**config.mk**
```make
export PLATFORM = sky130hd
export DESIGN_NAME = mem_loader
export DESIGN_NICKNAME = d
export VERILOG_FILES = /design/src/rtl/mem_loader_pkg.sv /design/src/rtl/mem_loader.sv
export SDC_FILE = /design/constraint.sdc
export NUM_CORES = 1
export LEC_CHECK = 0
export BUFFER_PORTS_ARGS = -buffer_cell sky130_fd_sc_hd__buf_4
export CORE_MARGIN = 2
export CORE_UTILIZATION = 57
export CTS_CLUSTER_SIZE = 10
export DETAILED_ROUTE_END_ITERATION = 10
export PLACE_DENSITY = 0.89
export SYNTH_ARGS = -nofsm -noshare
export SYNTH_HDL_FRONTEND = slang
export SYNTH_SLANG_ARGS = --single-unit
```
**constraint.sdc**
```tcl
create_clock -name clk -period 1.95 [get_ports clk]
set_input_delay 0.2925 -clock clk [delete_from_list [all_inputs] [get_ports clk]]
set_output_delay 0.2925 -clock clk [all_outputs]
set_load 0.03 [all_outputs]
```
**src/rtl/mem_loader_pkg.sv**
```systemverilog
// Shared types and constants for the framed byte-stream memory loader.
// Frame: sync byte, start address, length (0 = 256), data bytes, additive checksum.
package mem_loader_pkg;

    localparam int unsigned AW = 8;
    localparam logic [AW-1:0] SYNC_BYTE = 8'hA5;

    typedef enum logic [2:0] {
        ST_IDLE,
        ST_SYNC,
        ST_ADDR,
        ST_LEN,
        ST_DATA,
        ST_CSUM
    } state_e;

endpackage

```
**src/rtl/mem_loader.sv**
```systemverilog
// Parses a framed byte stream and writes the payload into a 256x8 memory.
// Writes land one cycle after the data handshake; in_ready depends on state only.
module mem_loader
    import mem_loader_pkg::*;
(
    input  logic          clk,
    input  logic          rst_n,
    input  logic          start,
    input  logic          in_valid,
    input  logic [AW-1:0] in_data,
    output logic          in_ready,
    output logic          mem_we,
    output logic [AW-1:0] mem_addr,
    output logic [AW-1:0] mem_d_i,
    output logic          busy,
    output logic          done,
    output logic          err
);

    state_e        state_q, state_d;
    logic [AW-1:0] ptr_q, ptr_d;
    logic [AW-1:0] cnt_q, cnt_d;
    logic [AW-1:0] csum_q, csum_d;
    logic          we_q, we_d;
    logic [AW-1:0] waddr_q, waddr_d;
    logic [AW-1:0] wdat_q, wdat_d;
    logic          done_q, done_d;
    logic          err_q, err_d;
    logic          hs;

    assign in_ready = (state_q != ST_IDLE);
    assign busy     = (state_q != ST_IDLE);
    assign hs       = in_valid & in_ready;

    assign mem_we   = we_q;
    assign mem_addr = waddr_q;
    assign mem_d_i  = wdat_q;
    assign done     = done_q;
    assign err      = err_q;

    always_comb begin
        state_d = state_q;
        ptr_d   = ptr_q;
        cnt_d   = cnt_q;
        csum_d  = csum_q;
        we_d    = 1'b0;
        waddr_d = waddr_q;
        wdat_d  = wdat_q;
        done_d  = 1'b0;
        err_d   = 1'b0;
        case (state_q)
            ST_IDLE: begin
                if (start) state_d = ST_SYNC;
            end
            ST_SYNC: begin
                if (hs && in_data == SYNC_BYTE) begin
                    state_d = ST_ADDR;
                    csum_d  = '0;
                end
            end
            ST_ADDR: begin
                if (hs) begin
                    ptr_d   = in_data;
                    state_d = ST_LEN;
                end
            end
            ST_LEN: begin
                if (hs) begin
                    cnt_d   = in_data;
                    state_d = ST_DATA;
                end
            end
            ST_DATA: begin
                if (hs) begin
                    we_d    = 1'b1;
                    waddr_d = ptr_q;
                    wdat_d  = in_data;
                    csum_d  = csum_q + in_data;
                    ptr_d   = ptr_q + 8'd1;
                    // A loaded count of 0 decrements through 0xFF, giving 256 bytes.
                    cnt_d   = cnt_q - 8'd1;
                    if (cnt_q == 8'd1) state_d = ST_CSUM;
                end
            end
            ST_CSUM: begin
                if (hs) begin
                    state_d = ST_IDLE;
                    if (in_data == csum_q) done_d = 1'b1;
                    else                   err_d  = 1'b1;
                end
            end
            default: state_d = ST_IDLE;
        endcase
    end

    always_ff @(posedge clk or negedge rst_n) begin
        if (!rst_n) begin
            state_q <= ST_IDLE;
            ptr_q   <= '0;
            cnt_q   <= '0;
            csum_q  <= '0;
            we_q    <= 1'b0;
            waddr_q <= '0;
            wdat_q  <= '0;
            done_q  <= 1'b0;
            err_q   <= 1'b0;
        end else begin
            state_q <= state_d;
            ptr_q   <= ptr_d;
            cnt_q   <= cnt_d;
            csum_q  <= csum_d;
            we_q    <= we_d;
            waddr_q <= waddr_d;
            wdat_q  <= wdat_d;
            done_q  <= done_d;
            err_q   <= err_d;
        end
    end

endmodule

```
After elaboration in Yosys (flattened, before gate mapping)
Index checks and enable logic that the tools add are counted.
{"block": "classes", "mul": 0, "n_div": 0, "n_reduce_logical": 11, "mux": 24, "n_eq_ne": 15, "shift": 0, "bitwise": 1, "add_sub_neg": 3, "magnitude_cmp": 0}
{"cell": "case mux 8 bit (2 select lines)", "n": 3}
{"cell": "two-way mux 8 bit", "n": 5}
{"cell": "two-way mux 3 bit", "n": 7}
{"cell": "case mux 3 bit (6 select lines)", "n": 1}
{"cell": "inequality test 2 bit (second input constant)", "n": 7}
{"cell": "AND reduction 3 bit", "n": 3}
{"cell": "adder 8 x 1 -> 8 bit (second input constant)", "n": 1}
{"cell": "adder 8 bit", "n": 1}
{"cell": "== test 8 x 1 -> 1 bit (second input constant)", "n": 1}
{"cell": "== test 8 bit", "n": 1}
{"cell": "== test 8 bit (second input constant)", "n": 1}
{"cell": "two-way mux 1 bit", "n": 8}
{"cell": "subtractor 8 x 1 -> 8 bit (second input constant)", "n": 1}
{"cell": "AND reduction 7 bit", "n": 1}
{"cell": "== test 3 x 2 -> 1 bit (second input constant)", "n": 2}
{"cell": "== test 3 bit (second input constant)", "n": 2}
{"cell": "nonzero test 2 bit", "n": 3}
{"cell": "== test 3 x 1 -> 1 bit (second input constant)", "n": 1}
{"cell": "logical NOT 3 bit", "n": 1}
{"cell": "nonzero test 3 bit", "n": 1}
{"cell": "AND reduction 2 bit", "n": 1}
{"cell": "AND 1 bit", "n": 1}
{"cell": "logical AND 1 bit", "n": 1}
{"block": "totals", "regBits": 46, "mem_bits_rw": 0, "in_bits": 12, "romBits": 0, "n_memories": 0, "output_inout_bits": 21, "latch_bits": 0, "word_cells": 63}

Depth between registers and ports, before layout
Gate-level depths: netlist of the first run.
{"block": "depth", "ltp_word": 5, "ltp_mapped": 8, "mapped_depth_nobuf": 8}

Worst setup path after synthesis of the first run
No wires, ideal clock.
{"block": "synth_timing", "path_type": "flip-flop to flip-flop", "from": "reg state_q[1]", "to": "reg state_q[0]", "synth_period_minus_slack_ns": 1.755, "required_ns": 1.803, "setup_time_ns": 0.147, "n_path_buf": 2, "path_stages_with_launch": 8, "path_slack_ns": 0.195, "t_arrival_ns": 1.608, "cell_sequence": "dfrtp_1 buf_6 or3b_1 buf_2 a31o_2 o221ai_1 mux2i_1 o311ai_0"}
{"block": "synth_via", "elab_chain_cells": 5, "elab_cells_between_ends": 18, "cone_classes": "eq/ne: 12; mux: 1; bitwise: 1; reduce/logical: 4"}
{"element": "from (decl)", "line": "mem_loader.sv:20", "rtl": "state_e state_q, state_d;"}
{"element": "from (signal assigned)", "line": "mem_loader.sv:108", "rtl": "state_q <= state_d;"}
{"element": "nonzero test 3 bit", "line": "mem_loader.sv:31", "rtl": "assign in_ready = (state_q != ST_IDLE);"}
{"element": "AND 1 bit", "line": "mem_loader.sv:33", "rtl": "assign hs = in_valid & in_ready;"}
{"element": "logical AND 1 bit", "line": "mem_loader.sv:56", "rtl": "if (hs && in_data == SYNC_BYTE) begin"}
{"element": "inequality test 2 bit (no line)"}
{"element": "AND reduction 7 bit (no line)"}
Parallel ways exist; a longest one is shown, timed or not.
A chain may end at the register's enable or synchronous reset.

Final worst setup path of the first run
{"block": "layout_timing", "from": "reg csum_q[2]", "to": "reg csum_q[7]"}
{"block": "layout_via", "elab_chain_cells": 3}
{"element": "from (decl)", "line": "mem_loader.sv:23", "rtl": "logic [AW-1:0] csum_q, csum_d;"}
{"element": "from (signal assigned)", "line": "mem_loader.sv:111", "rtl": "csum_q <= csum_d;"}
{"element": "adder 8 bit", "line": "mem_loader.sv:78", "rtl": "csum_d = csum_q + in_data;"}
{"element": "two-way mux 8 bit", "line": "mem_loader.sv:74", "rtl": "if (hs) begin"}
{"element": "case mux 8 bit (2 select lines)", "line": "mem_loader.sv:51", "rtl": "case (state_q)"}
Every way passes these cells. The select of a mux whose other input is x is not followed.

==> key figures, run 1 <==
Outcome
  • Status: finished with violations
  • Failing checks: hold timing

Place
  • HPWL after detailed placement: 4014 um
  • IO buf count: 32
  • Global placement routability congestion: 0.9083

STA
  • Endpoints failing hold: 39
  • Worst hold margin: -28.32 ps
  • F_max: 539.3 MHz
  • Relative slew slack: 61.81%
  • Pins Over Slew Limit: 0
  • Tcrit/Tclk final: 95.09%
  • RSZ-0062 raised after global routing: no
  • # setup viols final: 0
  • Minimum clock period: 1854 ps
  • Worst-margin pin slew: 572.8 ps
  • Clk_skew: 11.84 ps

Route
  • 1st-pass router iterations: 5
  • Via density: 5.942
  • Drt total wl: 5796 um
  • Vias: 2240
  • Post-route DRC: 0
  • Wirelength per Cell: 15.37 um
  • Iter 0 DRT Violations: 249
  • DRT antenna net count: 0

Worst setup path
  • Worst Setup Path Type: flip-flop to flip-flop
  • Crit-path max FO: 5
  • CP Capture Type: flip-flop
  • Critical path arrival: 2070 ps
  • Critical Path RT: 2160 ps
  • Startpoint types: flip-flop
  • Reg2reg path depth: 6

Clocking
  • Skew-Pair Late Insertion Delay: 310 ps
  • Clock sinks: 46
  • CTS tree: built
  • # hold bufs at CTS: 0
  • Worst-case clock buffer depth: 2
  • TritonCTS Buffers: 5
  • CTS root buf: clkbuf_8
  • H-tree depth: 2
  • Clock transition at path regs: 90 ps

Final layout
  • Fill cells: 343
  • Diodes inserted: 0
  • Share of post-route cells with drive strength above 1: 17.54%
  • Area grow syn2layout: 17.24%
  • Nets: 347

Floorplan
  • Core ar.: 4294 um2
  • Die height: 70.28 um
  • Die Area: 4939 um2
  • Die X: 70.28 um
  • FP Rows: 24
  • Starting Density: 58.30%
  • # IOs: 33

Synth
  • Primary FF master, synth: dfrtp_1
  • Commonest cells in the synthesized netlist: nand2_1 (71), dfrtp_1 (46), o21ai_0 (26), a21oi_1 (22), nor2_1 (16)
  • Area leader, netlist: dfrtp_1
  • Count leader, synth: nand2_1
  • Seq/Total Area, Yosys: 45.98%
  • Top post-synthesis cells by area: dfrtp_1 (46%), nand2_1 (11%), o21ai_0 (5.2%), ha_1 (5.0%), a21oi_1 (4.4%)
  • Cell area after synthesis: 2504 um2
  • Post-synth EDFFs: 0
  • FFs w/ async S/R, synth: 100.0%
  • Synth Instances: 289
  • Post-Syn Area per Cell: 8.663 um2
  • Syn_nets: 312
  • Synthesis-stage register bit count: 46
  • Yosys cell types: 47
  • Yosys warnings: 0
  • Share of the synthesized area in the top cell type: 45.98%

GRT
  • Total grt overflow: 0
  • Total GRT Usage: 25.01%
  • Largest net degree at the start of global routing: 47
  • Initial antenna violation count: 0
  • Vias in the first global route: 2070
  • First-pass GRT wire length: 9777 um

Job
  • Max cap viols: 0

Power and ir drop
  • Lkg Pwr: 0.001357 uW
  • PwrDens: 1472 nW/um2
  • Power Total: 4322 uW
  • Max IR drop VDD: 0.0006713 V

Hold path
  • Min-Delay Path Class: input port to asynchronous set/reset pin
==> critical path: stages (launching register included) <==
cell      delay (ps)
dfrtp_1          390
ha_1             340
a21oi_1          190
a211oi_1         120
or3_1            370
and2_1           170
o211ai_1         180
==> stage by stage <==
step	instance area [um2]	std cells	util, %	setup TNS, ps	setup WS (ps)
2_1_floorplan	2504	289	-	0	195.0
3_3_place_gp	2810	369	65.44	0	54.40
3_5_place_dp	2810	369	65.44	-2.448	-2.448
4_1_cts	2920	377	68.01	0	46.26
5_1_grt	2935	377	68.36	0	14.46
6_report	2935	377	68.36	0	95.80
==> final timing paths <==
check                           slack, ps               startpoint                 endpoint
worst max register to register        100    csum_q[2]$_DFFE_PN0P_    csum_q[7]$_DFFE_PN0P_
max in group asynchronous            1580                    rst_n    csum_q[0]$_DFFE_PN0P_
worst min register to register        480  mem_addr[0]$_DFFE_PN0P_  mem_addr[0]$_DFFE_PN0P_
worst max-delay path                  100    csum_q[2]$_DFFE_PN0P_    csum_q[7]$_DFFE_PN0P_
worst min-delay path                  -30                    rst_n     cnt_q[3]$_DFFE_PN0P_
min in group clk                      240               in_data[6]   mem_d_i[6]$_DFFE_PN0P_
==> placed cells by master (no fill, tap or decap), types with 2 or more instances in the layout <==
| master | count |
|---|---|
| and3_1 | 2 |
| nand4_1 | 2 |
| ha_1 | 9 |
| inv_1 | 5 |
| clkbuf_8 | 5 |
| nor3_1 | 4 |
| nand3_1 | 9 |
| buf_4 | 41 |
| nand2_1 | 70 |
| dfrtp_1 | 46 |
| o21a_1 | 2 |
| nor3b_1 | 3 |
| nor4_1 | 3 |
| a31oi_1 | 2 |
| o22ai_1 | 5 |
| nor2_1 | 16 |
| o22a_1 | 4 |
| or3_1 | 5 |
| mux2i_1 | 4 |
| o21ai_0 | 25 |
| and2_1 | 2 |
| nand2b_1 | 7 |
| a21oi_1 | 21 |
| xnor2_1 | 3 |
| a22o_1 | 2 |
==> layer usage <==
metal / global-route usage, % / vias to the layer above / part of all wire [%]
li1: - / 1078 / -
met1: 36.08 / 1056 / 45
met2: 39.31 / 96 / 47
met3: 3.608 / 10 / 6.1
met4: 7.692 / 0 / 1.6
met5: 0 / - / 0
==> power by group <==
group | total, uW | internal [uW] | switching, uW
clock | 719 | 383 | 336
sequential | 1740 | 1370 | 364
combinational | 1860 | 789 | 1080
==> sequential cells by signal, summed over array words and instances (netlist names) <==
name	cells
mem_we	1
mem_addr	8
ptr_q	8
err	1
mem_d_i	8
done	1
cnt_q	8
state_q	3
csum_q	8
==> repair_timing <==
action / in CTS / in global routing
setup buffers: 0 / 0
gates resized for setup: 0 / 6
endpoints found under the setup margin: 0 / 3
==> cells by family (layout without fill, tap and decap cells) <==
logic type	Yosys count	in the layout	share of synthesized area [%]
buf+inv	20	56	3.848
simple gates	130	130	23.54
fa+ha+maj	11	11	5.797
mux	5	5	2.049
xor+xnor	4	4	1.400
compound gates	73	73	17.39
flops	46	46	45.98
==> final cells by class <==
type / instances / area (um2) / share of cell area (%)
clock buffers: 6 / 72.57 / 2.472
clock inverters: 2 / 37.54 / 1.279
inverters: 6 / 22.52 / 0.7673
multi-input cells: 223 / 1267 / 43.18
flip-flops and latches: 46 / 1151 / 39.22
well taps: 52 / 65.06 / 2.217
repair buffers: 42 / 319.1 / 10.87
(Power assumes the default switching activity.)
==> run 2, diff against run 1 <==
--- a/config.mk
+++ b/config.mk
@@ -5,12 +5,13 @@
 export SDC_FILE = /design/constraint.sdc
 export NUM_CORES = 1
 export LEC_CHECK = 0
+export ABC_AREA = 1
 export BUFFER_PORTS_ARGS = -buffer_cell sky130_fd_sc_hd__buf_4
 export CORE_MARGIN = 2
-export CORE_UTILIZATION = 57
+export CORE_UTILIZATION = 58
 export CTS_CLUSTER_SIZE = 10
 export DETAILED_ROUTE_END_ITERATION = 10
-export PLACE_DENSITY = 0.89
+export PLACE_DENSITY = 0.9
 export SYNTH_ARGS = -nofsm -noshare
 export SYNTH_HDL_FRONTEND = slang
 export SYNTH_SLANG_ARGS = --single-unit
==> run 2 against run 1 <==
Against the previous run: the run still ends with hold timing left; clock power increased by 0.8%; final cell count increased by 18%; wire length increased by 4.5%; count of clock-buffer cells in the layout unchanged; core utilization increased by 0.73 points; critical endpoint is now cnt_q[3]$_DFFE_PN0P_; highest routed layer unchanged.
==> key figures, run 2 <==
Route
  • Post-route DRC: 0 (unchanged)
  • Drt total wl: 6057 um (+4.5%)
  • Iter 0 DRT Violations: 214 (-14%)
  • Wirelength per Cell: 13.61 um (-11%)
  • 1st-pass router iterations: 5 (unchanged)
  • DRT antenna net count: 0 (unchanged)
  • Via density: 5.418 (-8.8%)
  • Vias: 2411 (+7.6%)

STA
  • Worst hold margin: -28.62 ps (-0.3001 ps)
  • Worst-margin pin slew: 576.6 ps (+3.805 ps)
  • F_max: 617.6 MHz (+15%)
  • Pins Over Slew Limit: 0 (unchanged)
  • Sum of negative setup slack: 0 ps (unchanged)
  • Final WS setup: 331.0 ps (+235.2 ps)
  • Relative slew slack: 61.56% (-0.25 points)
  • # setup viols final: 0 (unchanged)
  • Clk_skew: 5.215 ps (-6.628 ps)
  • Minimum clock period: 1619 ps (-235.2 ps)
  • Tcrit/Tclk final: 83.03% (-12 points)
  • RSZ-0062 raised after global routing: no
  • Endpoints failing hold: 46 (+18%)

Synth
  • Synth Instances: 362 (+25%)
  • Post-Syn Area per Cell: 7.521 um2 (-13%)
  • Post-synth EDFFs: 0 (unchanged)
  • Commonest cells in the synthesized netlist: nand2_1 (107), dfrtp_1 (46), inv_1 (40), nor2_1 (38), nand3_1 (30)
  • Seq/Total Area, Yosys: 42.28% (-3.7 points)
  • Area leader, netlist: dfrtp_1
  • Share of the synthesized area in the top cell type: 42.28% (-3.7 points)
  • Yosys warnings: 0 (unchanged)
  • Yosys cell types: 31 (-34%)
  • FFs w/ async S/R, synth: 100.0% (unchanged)
  • Syn_nets: 385 (+23%)
  • Cell area after synthesis: 2723 um2 (+8.7%)
  • Count leader, synth: nand2_1
  • Top post-synthesis cells by area: dfrtp_1 (42%), nand2_1 (15%), inv_1 (5.5%), nand3_1 (5.5%), nor2_1 (5.2%)
  • Synthesis-stage register bit count: 46 (unchanged)
  • Primary FF master, synth: dfrtp_1

Final layout
  • Area grow syn2layout: 12.78%
  • Diodes inserted: 0 (unchanged)
  • Most common cell after layout, fill and taps aside: nand2_1
  • Share of post-route cells with drive strength above 1: 15.27% (-2.3 points)
  • Nets: 415 (+20%)
  • Leading cell types in the layout, fill and taps excluded: nand2_1 (107), dfrtp_1 (46), inv_1 (40)
  • Fill cells: 379 (+10%)
  • Post-Layout Cell Count: 445 (+18%)

Worst setup path
  • R2R Path Start: state_q[0]$_DFFE_PN0P_
  • Critical path arrival: 1810 ps (-260 ps)
  • Worst Setup Path Type: flip-flop to flip-flop
  • Crit-path max FO: 16 (+11)
  • CP Capture Type: flip-flop
  • Reg-to-reg endpoint: cnt_q[3]$_DFFE_PN0P_
  • Startpoint types: flip-flop
  • Reg2reg path depth: 6 (unchanged)
  • Reg2reg setup slack: 330 ps (+240 ps)
  • Critical Path RT: 2140 ps (-20 ps)

Clocking
  • CTS tree: built
  • H-tree depth: 2 (unchanged)
  • Post_cts resized: 0 (unchanged)
  • CTS root buf: clkbuf_8
  • # hold bufs at CTS: 0 (unchanged)
  • Clock transition at path regs: 90 ps (about the same)
  • Worst-case clock buffer depth: 2 (unchanged)
  • Clock sinks: 46 (unchanged)
  • Postcts setup bufs: 0 (unchanged)
  • TritonCTS Buffers: 5 (unchanged)
  • Skew-Pair Late Insertion Delay: 310 ps (about the same)

Place
  • HPWL after detailed placement: 4398 um (+9.6%)
  • Global placement routability congestion: 0.9078 (about the same)
  • Worst slack, placed: 364.2 ps (+366.6 ps)
  • DP Cell Count: 437 (+18%)
  • IO buf count: 32 (unchanged)

Power and ir drop
  • Power Total: 5051 uW (+17%)
  • Max IR drop VDD: 0.0009147 V (+36%)
  • Lkg Pwr: 0.001642 uW (+21%)
  • PwrDens: 1645 nW/um2 (+12%)

Floorplan
  • FP Rows: 24 (unchanged)
  • # IOs: 33 (unchanged)
  • Core ar.: 4444 um2 (+3.5%)
  • Die X: 72.52 um (+3.2%)
  • Die height: 72.52 um (+3.2%)
  • Starting Density: 61.26% (+3.0 points)
  • Die Area: 5258 um2 (+6.5%)

Outcome
  • Status: finished with violations
  • Failing checks: hold timing

GRT
  • Largest net degree at the start of global routing: 47 (unchanged)
  • First-pass GRT wire length: 10750 um (+10%)
  • Total grt overflow: 0 (unchanged)
  • Initial antenna violation count: 0 (unchanged)
  • Total GRT Usage: 26.39% (+1.4 points)
  • Vias in the first global route: 2356 (+14%)

Hold path
  • Min-Delay Path Class: input port to asynchronous set/reset pin

Job
  • Max cap viols: 0 (unchanged)
==> run 2: changes by cell type after synthesis, moves of 7 or more <==
cell | previous run | this run
inv_1 | 5 | 40
a21oi_1 | 22 | 15
nor2_1 | 16 | 38
nand2b_1 | 7 | 0
nand3_1 | 9 | 30
nand2_1 | 71 | 107
==> run 2: logic make-up after synthesis <==
kind of cell / count (synthesis) / synth area share [%]
flip-flops: 46 / 42.28
AND/OR/NAND/NOR: 196 / 31.16
AO/OA/AOI/OAI: 49 / 10.06
buffers and inverters: 55 / 9.558
adder cells (fa/ha/maj): 11 / 5.331
XOR/XNOR: 5 / 1.609
==> run 2: worst max path at each step <==
| stage | to | slack, ps | from | cells after the start |
|---|---|---|---|---|
| after global routing | csum_q[1]$_DFFE_PN0P_ | 200 | state_q[2]$_DFFE_PN0P_ | 7 |
| after detailed placement | cnt_q[3]$_DFFE_PN0P_ | 360 | state_q[0]$_DFFE_PN0P_ | 6 |
| after global placement | csum_q[5]$_DFFE_PN0P_ | 420 | in_data[2] | 7 |
| after floorplan | csum_q[1]$_DFFE_PN0P_ | 520 | state_q[2]$_DFFE_PN0P_ | 8 |
| after CTS | busy | 360 | state_q[2]$_DFFE_PN0P_ | 3 |
| final | cnt_q[3]$_DFFE_PN0P_ | 330 | state_q[0]$_DFFE_PN0P_ | 6 |
==> run 2: worst max-delay path, stage by stage, from the launching register on <==
cell,delay (ps)
dfrtp_1,500
nor2_4,170
nand2_4,150
inv_2,260
nor2_1,100
o21ai_0,200
o21ai_0,110
==> run 2: routing by layer <==
layer	global-route usage (%)	vias up	part of all wire (%)
met5	0	-	0
met4	7.819	0	1.7
met3	7.083	10	5.9
met2	41.18	88	48
met1	36.34	1102	44
li1	-	1211	-
==> run 2: area by class of cell <==
| class | count | area, um2 | area share, % |
|---|---|---|---|
| Sequential cell | 46 | 1151 | 37.49 |
| Clock inverter | 2 | 37.54 | 1.222 |
| Inverter | 44 | 165.2 | 5.379 |
| Tap cell | 52 | 65.06 | 2.119 |
| Timing Repair Buffer | 34 | 267.8 | 8.720 |
| Clock buffer | 6 | 72.57 | 2.363 |
| Multi-Input combinational cell | 261 | 1311 | 42.71 |
==> run 2: power by group <==
part           internal (uW)  switching [uW]
Clock                    383             343
Sequential              1390             361
Combinational            943            1630
Total                   2720            2340
==> run 2: stage by stage <==
step	hold WS (ps)	area [um2]	util [%]
CTS	3.252	3070	69.09
global route	35.66	3070	69.09
floorplan	-3.091	2723	-
finish	-28.62	3070	69.09
detailed placement	336.2	2960	66.61
global placement	328.6	2960	66.61
==> run 3, diff against run 2 <==
==> constraint.sdc (replaced) <==
create_clock -name clk -period 1.65 [get_ports clk]
set_input_delay 0.2475 -clock clk [delete_from_list [all_inputs] [get_ports clk]]
set_output_delay 0.2475 -clock clk [all_outputs]
set_load 0.03 [all_outputs]
==> run 3 against run 2 <==
Against the previous run: the run now ends clean; worst setup slack worse by 200 ps; register-to-register slack worse by 200 ps; combinational power is 20% higher; fmax is 6.3% higher; global-route usage is 0.79 points lower; largest power group unchanged; count of clock-buffer cells in the layout is 1 lower; critical path depth stayed put; largest cell class unchanged; clock skew is 9.5 ps higher; design area is 0.12% lower; sequential cell count stayed put; sequential power is 17% higher.
==> key figures, run 3 (synthesis gave the netlist of run 2 again) <==
Clocking
  • CTS root buf: clkbuf_8
  • TritonCTS Buffers: 5 (unchanged)
  • Clock transition at path regs: 90 ps (about the same)
  • Worst-case clock buffer depth: 2 (unchanged)
  • Clock sinks: 46 (unchanged)
  • Skew-Pair Late Insertion Delay: 310 ps (about the same)
  • CTS tree: built
  • Postcts setup bufs: 0 (unchanged)
  • H-tree depth: 2 (unchanged)

Route
  • Via density: 5.463 (+0.83%)
  • Post-route DRC: 0 (unchanged)
  • Wirelength per Cell: 13.55 um (-0.41%)
  • Vias: 2442 (+1.3%)
  • DRT antenna net count: 0 (unchanged)
  • 1st-pass router iterations: 5 (unchanged)
  • Drt total wl: 6059 um (about the same)
  • Iter 0 DRT Violations: 218 (+1.9%)

GRT
  • Vias in the first global route: 2340 (-0.68%)
  • Total GRT Usage: 25.60% (-0.79 points)
  • Total grt overflow: 0 (unchanged)
  • First-pass GRT wire length: 10520 um (-2.1%)
  • Initial antenna violation count: 0 (unchanged)
  • Largest net degree at the start of global routing: 47 (unchanged)

Power and ir drop
  • PwrDens: 1916 nW/um2 (+16%)
  • Lkg Pwr: 0.001635 uW (-0.43%)
  • Int Pwr: 3079 uW (+13%)
  • Part of the power in registers: 34.9% (+0.2 points)
  • Net Switching: 2798 uW (+20%)
  • Clock network fraction of total power: 12.3% (-2.1 points)
  • Max IR drop VDD: 0.0008922 V (-2.5%)
  • Gate power share: 52.8% (+1.8 points)
  • Power Total: 5876 uW (+16%)
  • Switching fraction of total power: 47.61% (+1.4 points)

Worst setup path
  • Crit-path most repeated cell: nand3_1
  • CP cell instances: ha_1 -> or2_2 -> nand3_1 -> nand3_1 -> nand3_1 -> nand2_1
  • Slowest Stage Delay on Critical Path: 400 ps (-100 ps)
  • Worst Setup Path Type: flip-flop to flip-flop
  • Worst path bufs/invs: 0 (-1)
  • Critical path arrival: 1720 ps (-90 ps)
  • Critical Path RT: 1850 ps (-290 ps)
  • Crit-path max FO: 5 (-11)
  • Startpoint types: flip-flop
  • CP Capture Type: flip-flop
  • Reg2reg path depth: 6 (unchanged)
  • CP Depth: 6 (unchanged)
  • Critical path's slowest cell: dfrtp_1
  • Cell family with most CP delay: simple AND/OR/NAND/NOR gates

Floorplan
  • FP Rows: 24 (unchanged)
  • # IOs: 33 (unchanged)
  • Die height: 72.52 um (unchanged)
  • Starting Density: 61.26% (unchanged)
  • Core ar.: 4444 um2 (unchanged)
  • Die Area: 5258 um2 (unchanged)
  • Die X: 72.52 um (unchanged)

Final layout
  • Area grow syn2layout: 12.64%
  • Footprint of the multi-input gates: 1314 um2 (+0.19%)
  • Diodes inserted: 0 (unchanged)
  • Leading cell types in the layout, fill and taps excluded: nand2_1 (107), dfrtp_1 (45), inv_1 (40)
  • FF/Latch Area: 1152 um2 (+0.11%)
  • Fill cells: 367 (-3.2%)
  • Most common cell after layout, fill and taps aside: nand2_1
  • Share of post-route cells with drive strength above 1: 16.20% (+0.94 points)
  • Nets: 417 (+0.48%)
  • Util after Layout: 69.00% (-0.084 points)

Outcome
  • Status: completed

Hold path
  • Hold Crit Depth: 3
  • Min-Delay Path Class: input port to flip-flop

STA
  • Tcrit/Tclk final: 92.27% (+9.2 points)
  • Minimum clock period: 1522 ps (-96.66 ps)
  • Endpoints failing hold: 0 (-100%)
  • Relative slew slack: 62.14% (+0.58 points)
  • RSZ-0062 raised after global routing: no
  • Sum of negative setup slack: 0 ps (unchanged)
  • Worst-margin pin slew: 567.9 ps (-8.677 ps)
  • # setup viols final: 0 (unchanged)
  • Clk_skew: 14.70 ps (+9.489 ps)
  • Pins Over Slew Limit: 0 (unchanged)
  • F_max: 656.9 MHz (+6.3%)
  • Worst hold margin: 203.9 ps (+232.5 ps)

Place
  • HPWL after detailed placement: 4448 um (+1.1%)
  • Global placement routability congestion: 0.8776 (-3.3%)
  • IO buf count: 32 (unchanged)

Job
  • Max cap viols: 0 (unchanged)
-- run 3: per-stage QoR --
stage	instance area, um2	std cells	worst slack (ps)
after detailed placement	2955	438	106.4
after global routing	3067	447	5.415
after floorplan	2723	362	218.3
after CTS	3059	447	106.5
after global placement	2955	438	142.5
final	3067	447	127.6
-- run 3: power by group through the flow --
stage	sequential, uW	clock (uW)	combinational [uW]
after CTS	2040	736	3090
after detailed placement	2060	0	3070
after global placement	2040	0	2960
after floorplan	2370	0	1930
after global routing	2110	778	3490
final	2050	723	3100
-- run 3: what timing repair did --
| action | in CTS | in global routing |
|---|---|---|
| hold buffers | 1 | 0 |
| endpoints found under the hold margin | 46 | 0 |
| setup endpoints to repair | 0 | 11 |
| gates resized for setup | 0 | 5 |
-- run 3: layout make-up --
cell class	count	share of cell area [%]
clock buffers	5	2.244
well taps	52	2.122
inverters	44	5.508
flip-flops and latches	46	37.58
repair buffers	36	8.894
clock inverters	3	0.8160
multi-input cells	261	42.84
-- run 3: worst register-to-register path: cells and delay by family (launching register included) --
kind / cells / cell delay (ps)
adders and majority gates: 1 / 330
DFF: 1 / 400
and+or+nand+nor: 5 / 700
-- run 3: layer usage --
| layer | track usage, % | wire (um) |
|---|---|---|
| met5 | 0 | 0 |
| met4 | 6.379 | 98 |
| met3 | 5.000 | 375 |
| met2 | 44.24 | 2816 |
| met1 | 33.18 | 2768 |
-- run 3: path summary, 6_finish.rpt --
path,start,endpoint,slack [ps]
max in group asynchronous,rst_n,state_q[2]$_DFFE_PN0P_,760
setup reg to reg,csum_q[2]$_DFFE_PN0P_,csum_q[7]$_DFFE_PN0P_,130
hold / removal,in_data[0],mem_d_i[0]$_DFFE_PN0P_,200
setup / recovery,csum_q[2]$_DFFE_PN0P_,csum_q[7]$_DFFE_PN0P_,130
hold reg to reg,mem_d_i[4]$_DFFE_PN0P_,mem_d_i[4]$_DFFE_PN0P_,480
min in group asynchronous,rst_n,mem_addr[2]$_DFFE_PN0P_,470
